## src/rtl/fp_mult_pkg.sv

```systemverilog
// Shared FP8 (1 sign, 3 exponent, 4 mantissa, bias 3) types and constants
// for the fp_mult_arb block and its multiplier.
package fp_mult_pkg;

    typedef logic [7:0] fp8_t;

    localparam int   EXP_W    = 3;
    localparam int   MANT_W   = 4;
    localparam int   BIAS     = 3;
    localparam fp8_t FP8_ZERO = 8'h00;

    typedef enum logic {
        SLOT_EMPTY = 1'b0,
        SLOT_FULL  = 1'b1
    } slot_t;

endpackage

```

## src/rtl/fp_mult_arb_mult_top.sv

```systemverilog
// mult_top: combinational FP8 multiplier. Rounds toward zero, saturates to the
// largest finite magnitude, flushes results below the smallest denormal to +0.
module mult_top
    import fp_mult_pkg::*;
(
    input  logic [7:0] in_a,
    input  logic [7:0] in_b,
    output logic [7:0] res
);

    // Product scaled so one LSB equals the smallest denormal step, 2^-6.
    localparam int SHIFT = BIAS + MANT_W + 1;

    logic              sign;
    logic [MANT_W:0]   sig_a;
    logic [MANT_W:0]   sig_b;
    logic [EXP_W:0]    exp_a;
    logic [EXP_W:0]    exp_b;
    logic [EXP_W:0]    exp_sum;
    logic [2*MANT_W+1:0] prod;
    logic [15:0]       q;
    logic [3:0]        lead;

    always_comb begin
        sign = in_a[7] ^ in_b[7];
        if (in_a[MANT_W +: EXP_W] == '0) begin
            sig_a = {1'b0, in_a[MANT_W-1:0]};
            exp_a = 4'd1;
        end else begin
            sig_a = {1'b1, in_a[MANT_W-1:0]};
            exp_a = {1'b0, in_a[MANT_W +: EXP_W]};
        end
        if (in_b[MANT_W +: EXP_W] == '0) begin
            sig_b = {1'b0, in_b[MANT_W-1:0]};
            exp_b = 4'd1;
        end else begin
            sig_b = {1'b1, in_b[MANT_W-1:0]};
            exp_b = {1'b0, in_b[MANT_W +: EXP_W]};
        end
        prod    = sig_a * sig_b;
        exp_sum = exp_a + exp_b;
        q       = 16'(({14'd0, prod} << exp_sum) >> SHIFT);

        lead = '0;
        for (int i = 0; i < 16; i++) begin
            if (q[i]) lead = 4'(i);
        end

        if (q == '0) begin
            res = FP8_ZERO;
        end else if (q[15:4] == '0) begin
            res = {sign, 3'b000, q[3:0]};
        end else if (lead > 4'd10) begin
            res = {sign, 7'h7F};
        end else begin
            res = {sign, 3'(lead - 4'd3), 4'(q >> (lead - 4'd4))};
        end
    end

endmodule

```

## src/rtl/fp_mult_arb.sv

```systemverilog
// fp_mult_arb: round-robin arbiter feeding one FP8 multiplier into a one-deep
// result slot. Define FP_MULT_ARB_STATS_EN to add the op_count accept counter.
module fp_mult_arb
    import fp_mult_pkg::*;
#(
    parameter  int N_REQ = 4,
    localparam int ID_W  = $clog2(N_REQ)
) (
    input  logic                clk,
    input  logic                rst,
    input  logic [N_REQ-1:0]    req_valid,
    input  logic [N_REQ*8-1:0]  req_a,
    input  logic [N_REQ*8-1:0]  req_b,
    output logic [N_REQ-1:0]    req_ready,
    output logic                resp_valid,
    input  logic                resp_ready,
    output logic [7:0]          resp_data,
    output logic [ID_W-1:0]     resp_id
`ifdef FP_MULT_ARB_STATS_EN
    ,
    output logic [15:0]         op_count
`endif
);

    // Handshake: a requester's pair transfers on a rising edge where req_valid[i]
    // and req_ready[i] are both high; the result transfers where resp_valid and
    // resp_ready are both high. A dropped req_valid leaves no trace.
    slot_t          state;
    logic [ID_W-1:0] ptr;
    logic [ID_W-1:0] ptr_next;
    logic [ID_W-1:0] winner;
    logic [ID_W:0]   cand;
    logic           found;
    logic           adv;
    logic           accept;
    logic [7:0]     win_a;
    logic [7:0]     win_b;
    logic [7:0]     product;

    // Scan downward so the last hit is the first requester at or after ptr.
    always_comb begin
        adv    = (state == SLOT_EMPTY) || resp_ready;
        found  = 1'b0;
        winner = ptr;
        cand   = '0;
        for (int k = N_REQ - 1; k >= 0; k--) begin
            cand = {1'b0, ptr} + (ID_W+1)'(k);
            if (cand >= (ID_W+1)'(N_REQ)) cand = cand - (ID_W+1)'(N_REQ);
            if (req_valid[cand[ID_W-1:0]]) begin
                winner = cand[ID_W-1:0];
                found  = 1'b1;
            end
        end
        accept    = adv && found && !rst;
        req_ready = '0;
        if (accept) req_ready[winner] = 1'b1;
        ptr_next = (winner == ID_W'(N_REQ - 1)) ? '0 : winner + 1'b1;
        win_a    = req_a[{winner, 3'b000} +: 8];
        win_b    = req_b[{winner, 3'b000} +: 8];
    end

    mult_top u_mult (
        .in_a (win_a),
        .in_b (win_b),
        .res  (product)
    );

    always_ff @(posedge clk) begin
        if (rst) begin
            state     <= SLOT_EMPTY;
            resp_data <= FP8_ZERO;
            resp_id   <= '0;
            ptr       <= '0;
        end else if (accept) begin
            state     <= SLOT_FULL;
            resp_data <= product;
            resp_id   <= winner;
            ptr       <= ptr_next;
        end else if (resp_ready) begin
            state     <= SLOT_EMPTY;
        end
    end

    assign resp_valid = (state == SLOT_FULL);

`ifdef FP_MULT_ARB_STATS_EN
    always_ff @(posedge clk) begin
        if (rst) begin
            op_count <= '0;
        end else if (accept && op_count != 16'hFFFF) begin
            op_count <= op_count + 16'd1;
        end
    end
`endif

endmodule

```

## config.mk

```make
export PLATFORM = sky130hd
export DESIGN_NAME = fp_mult_arb
export DESIGN_NICKNAME = d
export VERILOG_FILES = /design/src/rtl/fp_mult_pkg.sv /design/src/rtl/fp_mult_arb_mult_top.sv /design/src/rtl/fp_mult_arb.sv
export SDC_FILE = /design/constraint.sdc
export NUM_CORES = 1
export LEC_CHECK = 0
export CAP_MARGIN = 20
export CORE_ASPECT_RATIO = 1.1
export CORE_MARGIN = 3
export CORE_UTILIZATION = 40
export DETAILED_ROUTE_END_ITERATION = 7
export PLACE_DENSITY = 0.66
export SYNTH_ARGS = -nofsm -noshare
export SYNTH_HDL_FRONTEND = slang
export SYNTH_HIERARCHICAL = 1
export SYNTH_SLANG_ARGS = --single-unit
```

## constraint.sdc

```tcl
create_clock -name clk -period 21.7 [get_ports clk]
set_input_delay 3.255 -clock clk [delete_from_list [all_inputs] [get_ports clk]]
set_output_delay 3.255 -clock clk [all_outputs]
set_load 0.02 [all_outputs]
```

==> run metrics, run 1 <==
share of post-route cells with drive strength above 1=0.0549; sort of element at the end of the critical path=register; sequential standard cell area=between 200 and 300 sq um; launch point of the worst reg-to-reg path=ptr[1]$_SDFFE_PP0P_; worst-path maximum fanout=35; final routed wire length divided by cell count=16.3 um; final non-filler cell area=4840 sq um; minimum clock period=12.19 ns; maximum number of pins on one net before global-route repair=36; main flop type after synthesis=sky130_fd_sc_hd__dfxtp_1; area used by multi-input combinational logic=~3300 sq um; launch instance of the worst min-delay path=resp_data[5]$_SDFFE_PP0P_; Worst Hold End=resp_data[5]$_SDFFE_PP0P_; master of the slowest instance on the critical path=sky130_fd_sc_hd__o31ai_2; post-synth net total=~680; CTS Hold Bufs=0; Bufs on Longest Clock Path=2; drt initial violations=approximately 340; starting density of the core=0.416; Filler Cells Inserted=approximately 960; Critical Path RT=roughly 22 ns; Synth-to-Final Area Change=23.3%; cell area reported after detailed placement=roughly 4800 sq um; TritonCTS clock tree=done; critical path startpoint category=input port; DR vias=between 4000 and 5000; number of flops mapped to enable cells by yosys=0; minimum hold slack=between 0.4 and 0.5 ns; number of failing setup endpoints in the final timing report=0; Antenna diodes=0; class of the tightest hold or removal check=reg -> reg; PostCTS Resize Cnt=0; setup TNS after final layout=0 ns; critical path start-end classification=in -> reg; count of nets after finishing=between 700 and 800; die extent in y=roughly 110 um; Setup Skew=about 0.0012 ns; via count of the first global-routing pass=4149; count of buffer and inverter cells on the critical path=4; yosys warns=6; most frequent CP cell=sky130_fd_sc_hd__nand2_1; largest delay contributor family on the critical path=simple AND/OR/NAND/NOR gates; Post CTS Setup Buffer Count=0; worst reg2reg endpoint=resp_data[2]$_SDFFE_PP0P_; most numerous cell types in the synthesized netlist=102 x sky130_fd_sc_hd__nand2_1, 44 x sky130_fd_sc_hd__nor2_1, 43 x sky130_fd_sc_hd__inv_1; Slew @ Worst Pin=around 1.1 ns; cells on worst reg2reg path=31; Final ANT Viol Nets=0; DRC violation count after routing=0; H-tree level count=1; final worst-path cycle share=0.562; number of pins exceeding their max-slew limit in the final report=0; Clk Latency, worst-skew pair=around 0.24 ns; placer congestion estimate=0.975; post-synthesis instance area=3930 sq um; post-synthesis sequential element count=13; post-synthesis async set-or-reset flop share=0; top post-synthesis cells by area=sky130_fd_sc_hd__nand2_1 9.7%, sky130_fd_sc_hd__ha_1 8.3%, sky130_fd_sc_hd__dfxtp_1 6.6%, sky130_fd_sc_hd__fa_1 5.1%, sky130_fd_sc_hd__a21oi_1 4.7%; max-cap check violation count=0; worst setup slack for register-to-register paths=12.67 ns; number of sinks handled by clock tree synthesis=13; global-route wire length before repair=approximately 20 mm; total routing resource utilization after global routing=0.216; Floorplan Core Area=about 9400 sq um; status=finished, final reports clean; root buf cell=sky130_fd_sc_hd__clkbuf_8; data arrival at the endpoint of the critical path=approximately 12 ns; CTS clock-pin slew for the worst setup and hold paths=approximately 0.05 ns; HPWL reported at the end of detailed placement=around 10 mm; relative slew slack=0.264; number of antenna violations at the first check in global routing=0; Avg Synthesized Cell Area=6.84 sq um; count of pins on the block boundary=86; final hold violation count=0; cell depth of the worst min-delay path=2; Core Rows=37; Routed WL=12.3 mm; setup repair after global routing missed its margin=false; share of the yosys chip area belonging to registers=0.0662; overall die area=approximately 11000 sq um; Peak Freq=around 0.082 GHz; count of unique library cells instantiated by Yosys=81; gate count of the mapped netlist=between 500 and 600; largest stage delay on the critical path=0.93 ns; Cells after DPL=750; Buffers on Ports=between 80 and 90; most common cell in the netlist=sky130_fd_sc_hd__nand2_1; number of buffers created by CTS=3; Die Width=100 um; proportion of netlist area held by the largest area contributor=0.0975; leading area contributor after synthesis=sky130_fd_sc_hd__nand2_1; total global routing overflow=0; number of detailed-routing iterations run before antenna repair=6; number of vias per cell after detailed routing=slightly below 6; final cell count without fillers=around 750
cells by family after synthesis:
logic type / after synthesis / share of synthesized area
and+or+nand+nor: 260 / 0.335
AOI/OAI and AO/OA: 159 / 0.292
buffers and inverters: 76 / 0.0866
adders and majority gates: 36 / 0.134
muxes: 23 / 0.0704
DFF: 13 / 0.0662
xor gates and xnor gates: 7 / 0.0156
layer usage:
layer / global-route usage / routed length [um] / part of all wire
met5: 0 / 0 / 0
met3: 0.0178 / 769 / 0.063
met4: 0.0375 / 172 / 0.014
met1: 0.287 / 5460 / 0.44
met2: 0.386 / 5900 / 0.48
tightest hold or removal path, stage by stage (launching register included):
cell                       delay [ns]
sky130_fd_sc_hd__dfxtp_1         0.31
sky130_fd_sc_hd__nand2b_1        0.07
sky130_fd_sc_hd__o21ai_1         0.06
how the worst max path moves through the flow:
stage | slack [ns] | endpoint | cells after the start | from
floorplan | 11.68 | resp_data[2]$_SDFFE_PP0P_ | 31 | req_valid[3]
global placement | 9.57 | resp_data[2]$_SDFFE_PP0P_ | 32 | req_valid[3]
detailed placement | 9.36 | resp_data[2]$_SDFFE_PP0P_ | 32 | req_valid[0]
CTS | 9.61 | resp_data[2]$_SDFFE_PP0P_ | 32 | req_valid[0]
global route | 8.76 | resp_data[3]$_SDFFE_PP0P_ | 31 | req_valid[3]
finish | 9.51 | resp_data[2]$_SDFFE_PP0P_ | 32 | req_valid[3]
stage by stage:
stage	utilization	setup WS (ns)
after CTS	0.513	9.61
after global placement	0.508	9.57
after detailed placement	0.508	9.36
after global routing	0.513	8.76
after floorplan	-	11.68
final	0.513	9.51
sequential cells by signal (all words and copies together) (netlist names):
| name | cells |
|---|---|
| resp_valid | 1 |
| ptr | 2 |
| resp_data | 8 |
| resp_id | 2 |
placed cells by master, fill, tap and decap left out, types with 3 or more instances in the layout:
| cell type | count |
|---|---|
| sky130_fd_sc_hd__mux2i_1 | 16 |
| sky130_fd_sc_hd__inv_1 | 43 |
| sky130_fd_sc_hd__nor2_1 | 44 |
| sky130_fd_sc_hd__xor2_1 | 3 |
| sky130_fd_sc_hd__clkbuf_8 | 3 |
| sky130_fd_sc_hd__a21oi_1 | 37 |
| sky130_fd_sc_hd__o21a_1 | 5 |
| sky130_fd_sc_hd__a32oi_1 | 18 |
| sky130_fd_sc_hd__a211oi_1 | 12 |
| sky130_fd_sc_hd__nor2b_1 | 6 |
| sky130_fd_sc_hd__or3_1 | 7 |
| sky130_fd_sc_hd__and2_1 | 17 |
| sky130_fd_sc_hd__ha_1 | 26 |
| sky130_fd_sc_hd__a21boi_0 | 4 |
| sky130_fd_sc_hd__a22oi_1 | 3 |
| sky130_fd_sc_hd__o21ai_1 | 7 |
| sky130_fd_sc_hd__nor4b_1 | 3 |
| sky130_fd_sc_hd__nand2b_1 | 21 |
| sky130_fd_sc_hd__a21o_1 | 7 |
| sky130_fd_sc_hd__nand3b_1 | 7 |
| sky130_fd_sc_hd__nand3_1 | 12 |
| sky130_fd_sc_hd__a31oi_1 | 3 |
| sky130_fd_sc_hd__mux2_2 | 3 |
| sky130_fd_sc_hd__nand2_1 | 102 |
| sky130_fd_sc_hd__and3_1 | 3 |
| sky130_fd_sc_hd__clkdlybuf4s50_1 | 85 |
| sky130_fd_sc_hd__nor3_1 | 12 |
| sky130_fd_sc_hd__dfxtp_1 | 13 |
| sky130_fd_sc_hd__nor4_1 | 4 |
| sky130_fd_sc_hd__fa_1 | 10 |
| sky130_fd_sc_hd__o32ai_1 | 3 |
| sky130_fd_sc_hd__buf_4 | 6 |
| sky130_fd_sc_hd__o31ai_1 | 5 |
| sky130_fd_sc_hd__o21ai_0 | 19 |
| sky130_fd_sc_hd__a311oi_1 | 3 |
| sky130_fd_sc_hd__or4_1 | 3 |
| sky130_fd_sc_hd__xnor2_1 | 4 |
layout make-up:
| type | instances | area share |
|---|---|---|
| multi-input cells | 485 | 0.687 |
| flip-flops and latches | 13 | 0.0537 |
| repair buffers | 91 | 0.185 |
| inverters | 44 | 0.0346 |
| well taps | 117 | 0.0302 |
| clock buffers | 4 | 0.00930 |
Power of run 1 is not shown: default switching activity piles up to over one toggle a cycle in this logic, so the estimate is an artifact.
==> inputs of run 2 (changes only) <==
==> constraint.sdc (replaced) <==
create_clock -name clk -period 11.35 [get_ports clk]
set_input_delay 1.7025 -clock clk [delete_from_list [all_inputs] [get_ports clk]]
set_output_delay 1.7025 -clock clk [all_outputs]
set_load 0.02 [all_outputs]
==> run metrics, run 2 (synthesis gave the netlist of run 1 again) <==
Worst Hold End=resp_data[3]$_SDFFE_PP0P_; master of the slowest instance on the critical path=sky130_fd_sc_hd__o31ai_1; largest registers=resp_data: 8 flops, ptr: 2 flops, resp_id: 2 flops; placer congestion estimate=0.919 (-5.8%); overall die area=11000 sq um (unchanged); max-cap check violation count=0 (unchanged); global-route wire length before repair=20.3 mm (+1.7%); Critical Path RT=11.52 ns (-10.30 ns); Clk Latency, worst-skew pair=0.23 ns (about the same); total global routing overflow=0 (unchanged); most frequent CP cell=sky130_fd_sc_hd__nand2_1; critical path startpoint category=input port; via count of the first global-routing pass=4251 (+2.5%); minimum clock period=just over 10 ns; CTS clock-pin slew for the worst setup and hold paths=0.05 ns (about the same); number of pins exceeding their max-slew limit in the final report=0 (unchanged); count of nets after finishing=745 (unchanged); Antenna diodes=0 (unchanged); final hold violation count=0 (unchanged); number of vias per cell after detailed routing=5.89 (-0.94%); Filler Cells Inserted=957 (-0.52%); cells on worst reg2reg path=31 (unchanged); number of failing setup endpoints in the final timing report=0 (unchanged); final routed wire length divided by cell count=16.2 um (-0.41%); highest-utilization routing layer at the global route stage=met2; Floorplan Core Area=9440 sq um (unchanged); register containing the most flip-flops in the final layout=resp_data; largest stage delay on the critical path=0.69 ns (-0.24 ns); number of sinks handled by clock tree synthesis=13 (unchanged); critical path start-end classification=in -> reg; data arrival at the endpoint of the critical path=10.48 ns (-1.83 ns); Post CTS Setup Buffer Count=0 (unchanged); setup repair after global routing missed its margin=false; Cells after DPL=750 (unchanged); DR vias=4440 (-0.94%); TritonCTS clock tree=done; cell depth of the worst min-delay path=2 (unchanged); met3 routing resource usage after global routing=0.0159 (-0.00190); Setup Skew=0.00168 ns (+0.000481 ns); Routed WL=12.3 mm (-0.41%); most used cells in the layout excluding fill and tap cells=102 x sky130_fd_sc_hd__nand2_1, 85 x sky130_fd_sc_hd__clkdlybuf4s50_1, 44 x sky130_fd_sc_hd__nor2_1, 43 x sky130_fd_sc_hd__inv_1, 37 x sky130_fd_sc_hd__a21oi_1; Peak Freq=0.0970 GHz; Slew @ Worst Pin=1.13 ns (+0.0332 ns); share of post-route cells with drive strength above 1=0.0549 (unchanged); CTS Hold Bufs=0 (unchanged); class of the tightest hold or removal check=reg -> reg; most frequent standard cell in the layout excluding fill and tap cells=sky130_fd_sc_hd__nand2_1; launch instance of the worst min-delay path=resp_data[3]$_SDFFE_PP0P_; M1 GR Usage=0.288 (+0.00148); M2 GR Usage=0.386 (unchanged); worst setup slack for register-to-register paths=2.85 ns (-9.82 ns); Synth-to-Final Area Change=23.3% (unchanged); sort of element at the end of the critical path=register; total routing resource utilization after global routing=0.220 (+0.00366); PostCTS Resize Cnt=0 (unchanged); worst-path maximum fanout=19 (-46%); count of pins on the block boundary=86 (unchanged); maximum number of pins on one net before global-route repair=36 (unchanged); Die Width=100 um (unchanged); status=finished, final reports clean; Core Rows=37 (unchanged); Final ANT Viol Nets=0 (unchanged); drt initial violations=378 (+10%); setup TNS after final layout=0 ns (unchanged); number of detailed-routing iterations run before antenna repair=8 (+2); H-tree level count=1 (unchanged); launch point of the worst reg-to-reg path=ptr[1]$_SDFFE_PP0P_; final cell count without fillers=754 (unchanged); final worst-path cycle share=0.909; HPWL reported at the end of detailed placement=9.88 mm (+0.16%); max reg flops=8 (unchanged); Buffers on Ports=85 (unchanged); root buf cell=sky130_fd_sc_hd__clkbuf_8; number of antenna violations at the first check in global routing=0 (unchanged); DRC violation count after routing=0 (unchanged); die extent in y=110 um (unchanged); number of buffers created by CTS=3 (unchanged); worst reg2reg endpoint=resp_data[3]$_SDFFE_PP0P_; relative slew slack=0.244 (-0.0203); starting density of the core=0.416 (unchanged); Bufs on Longest Clock Path=2 (unchanged)
==> run 2: cell counts in the layout (fill, tap and decap cells not counted) <==
Identical to the previous run, type by type.
==> run 2: per-stage QoR <==
step           instance area [sq um]  worst slack, ns  hold WS (ns)  utilization
2_1_floorplan                   3930             2.88         0.459            -
3_3_place_gp                    4800             1.06         0.456        0.508
3_5_place_dp                    4800            0.881         0.456        0.508
4_1_cts                         4840             1.10         0.465        0.513
5_1_grt                         4840            0.293         0.493        0.513
6_report                        4840             1.04         0.459        0.513
==> run 2: layout make-up <==
type	instances	area, sq um	share of cell area
Clock buffer	4	45.0	0.00930
Tap cell	117	146	0.0302
Inverter	44	168	0.0346
Timing Repair Buffer	91	896	0.185
Sequential cell	13	260	0.0537
Multi-Input combinational cell	485	3330	0.687
==> run 2: layer usage <==
metal | vias up | share of wire
li1 | 2199 | -
met1 | 2050 | 0.45
met2 | 162 | 0.48
met3 | 29 | 0.053
met4 | 0 | 0.019
met5 | - | 0
==> run 2: worst max-delay path by stage <==
stage / start / endpoint / depth (start not counted)
global route: req_valid[0] / resp_data[1]$_SDFFE_PP0P_ / 32
detailed placement: req_valid[0] / resp_data[3]$_SDFFE_PP0P_ / 32
global placement: req_valid[0] / resp_data[1]$_SDFFE_PP0P_ / 32
CTS: req_valid[0] / resp_data[3]$_SDFFE_PP0P_ / 32
floorplan: req_valid[3] / resp_data[2]$_SDFFE_PP0P_ / 31
finish: req_valid[0] / resp_data[3]$_SDFFE_PP0P_ / 32
==> run 2: critical path: cells and delay by family <==
kind,cells,cell delay (ns)
and+or+nand+nor,11,2.05
buffers and inverters,4,1.23
AOI/OAI and AO/OA,12,3.23
adders and majority gates,5,2.24
Power of run 2 is left out for the same reason.
==> inputs of run 3 (changes only) <==
--- a/config.mk
+++ b/config.mk
@@ -11,6 +11,8 @@
 export CORE_UTILIZATION = 40
 export DETAILED_ROUTE_END_ITERATION = 7
 export PLACE_DENSITY = 0.66
+export REMOVE_ABC_BUFFERS = 1
+export SLEW_MARGIN = 20
 export SYNTH_ARGS = -nofsm -noshare
 export SYNTH_HDL_FRONTEND = slang
 export SYNTH_HIERARCHICAL = 1
==> run metrics, run 3 (synthesis gave the netlist of run 1 again) <==
Critical Path RT=11.53 ns (about the same); relative slew slack=0.402 (+0.158); Buffers on Ports=85 (unchanged); most frequent CP cell=sky130_fd_sc_hd__nand2_1; die extent in y=110 um (unchanged); DR vias=4484 (+0.99%); number of antenna violations at the first check in global routing=0 (unchanged); number of sinks handled by clock tree synthesis=13 (unchanged); Clk Latency, worst-skew pair=0.24 ns (about the same); total global routing overflow=0 (unchanged); max reg flops=8 (unchanged); Antenna diodes=0 (unchanged); number of buffers created by CTS=3 (unchanged); post-layout worst setup margin=1.26 ns (+0.220 ns); setup repair after global routing missed its margin=false; most used cells in the layout excluding fill and tap cells=102 x sky130_fd_sc_hd__nand2_1, 85 x sky130_fd_sc_hd__clkdlybuf4s50_1, 44 x sky130_fd_sc_hd__nor2_1, 43 x sky130_fd_sc_hd__inv_1, 37 x sky130_fd_sc_hd__a21oi_1; PostCTS Resize Cnt=0 (unchanged); number of pins exceeding their max-slew limit in the final report=0 (unchanged); Filler Cells Inserted=962 (+0.52%); most frequent standard cell in the layout excluding fill and tap cells=sky130_fd_sc_hd__nand2_1; count of nets after finishing=745 (unchanged); TritonCTS clock tree=done; drt initial violations=288 (-24%); sort of element at the end of the critical path=register; via count of the first global-routing pass=4282 (+0.73%); Setup Skew=0.00144 ns (-0.000247 ns); HPWL reported at the end of detailed placement=9.69 mm (-1.9%); critical path startpoint category=input port; CTS Hold Bufs=0 (unchanged); H-tree level count=1 (unchanged); global-route wire length before repair=20.3 mm (about the same); total routing resource utilization after global routing=0.219 (-0.000646); minimum clock period=10.09 ns (-0.220 ns); Synth-to-Final Area Change=23.5%; Slew @ Worst Pin=0.898 ns (-0.233 ns); root buf cell=sky130_fd_sc_hd__clkbuf_8; share of post-route cells with drive strength above 1=0.0565 (+0.00157); worst setup slack for register-to-register paths=2.96 ns (+0.11 ns); starting density of the core=0.416 (unchanged); overall die area=11000 sq um (unchanged); count of pins on the block boundary=86 (unchanged); final worst-path cycle share=0.889 (-0.0194); Peak Freq=0.0991 GHz (+2.2%); DRC violation count after routing=0 (unchanged); critical path start-end classification=in -> reg; final hold violation count=0 (unchanged); largest registers=resp_data: 8 flops, ptr: 2 flops, resp_id: 2 flops; status=finished, final reports clean; maximum number of pins on one net before global-route repair=36 (unchanged); Final ANT Viol Nets=0 (unchanged); final routed wire length divided by cell count=16.2 um (-0.36%); register containing the most flip-flops in the final layout=resp_data; Routed WL=12.2 mm (-0.36%); largest stage delay on the critical path=0.76 ns (+0.07 ns); CTS clock-pin slew for the worst setup and hold paths=0.05 ns (about the same); worst slack after detailed placement=1.12 ns (+0.238 ns); worst-path maximum fanout=35 (+16); Bufs on Longest Clock Path=2 (unchanged); max-cap check violation count=0 (unchanged); class of the tightest hold or removal check=reg -> reg; master of the slowest instance on the critical path=sky130_fd_sc_hd__o31ai_1; Die Width=100 um (unchanged); Core Rows=37 (unchanged); setup TNS after final layout=0 ns (unchanged); data arrival at the endpoint of the critical path=10.27 ns (-0.21 ns); final cell utilization of the core=0.514 (+0.000795); Floorplan Core Area=9440 sq um (unchanged); placer congestion estimate=0.938 (+2.1%); number of failing setup endpoints in the final timing report=0 (unchanged); number of vias per cell after detailed routing=5.95 (+0.99%); number of detailed-routing iterations run before antenna repair=5 (-3); Post CTS Setup Buffer Count=0 (unchanged)
run 3: cell counts in the layout (fill, tap and decap cells not counted):
No cell type changed its count.
run 3: area by class of cell:
| type | count | area, sq um | share of cell area |
|---|---|---|---|
| inverter | 44 | 168 | 0.0346 |
| tap | 117 | 146 | 0.0302 |
| timing repair buffer | 91 | 896 | 0.185 |
| sequential | 13 | 260 | 0.0536 |
| multi-input combinational | 485 | 3340 | 0.688 |
| clock buffer | 4 | 45.0 | 0.00929 |
run 3: per-layer routing:
| layer | up-vias | track usage | share of wire |
|---|---|---|---|
| met5 | - | 0 | 0 |
| met3 | 28 | 0.0178 | 0.039 |
| met1 | 2120 | 0.277 | 0.44 |
| met4 | 0 | 0.0693 | 0.025 |
| met2 | 129 | 0.393 | 0.50 |
| li1 | 2207 | - | - |
run 3: final timing paths:
path | endpoint | start | depth (start not counted)
worst min register to register | resp_data[3]$_SDFFE_PP0P_ | resp_data[3]$_SDFFE_PP0P_ | 2
worst min-delay path | resp_data[3]$_SDFFE_PP0P_ | resp_data[3]$_SDFFE_PP0P_ | 2
worst max register to register | resp_data[3]$_SDFFE_PP0P_ | ptr[1]$_SDFFE_PP0P_ | 31
worst max-delay path | resp_data[3]$_SDFFE_PP0P_ | req_valid[3] | 32
run 3: stage by stage:
| stage | hold slack [ns] | instances | instance area, sq um |
|---|---|---|---|
| finish | 0.469 | 754 | 4850 |
| global route | 0.501 | 754 | 4850 |
| detailed placement | 0.456 | 750 | 4800 |
| global placement | 0.454 | 750 | 4800 |
| floorplan | 0.459 | 542 | 3760 |
| CTS | 0.473 | 754 | 4840 |
run 3: critical path, delay by kind of cell:
kind            cells  cell delay (ns)
buf+inv             4             1.15
fa+ha+maj           5             2.23
compound gates     10             2.95
simple gates       13             2.23
Power of run 3 is left out for the same reason.
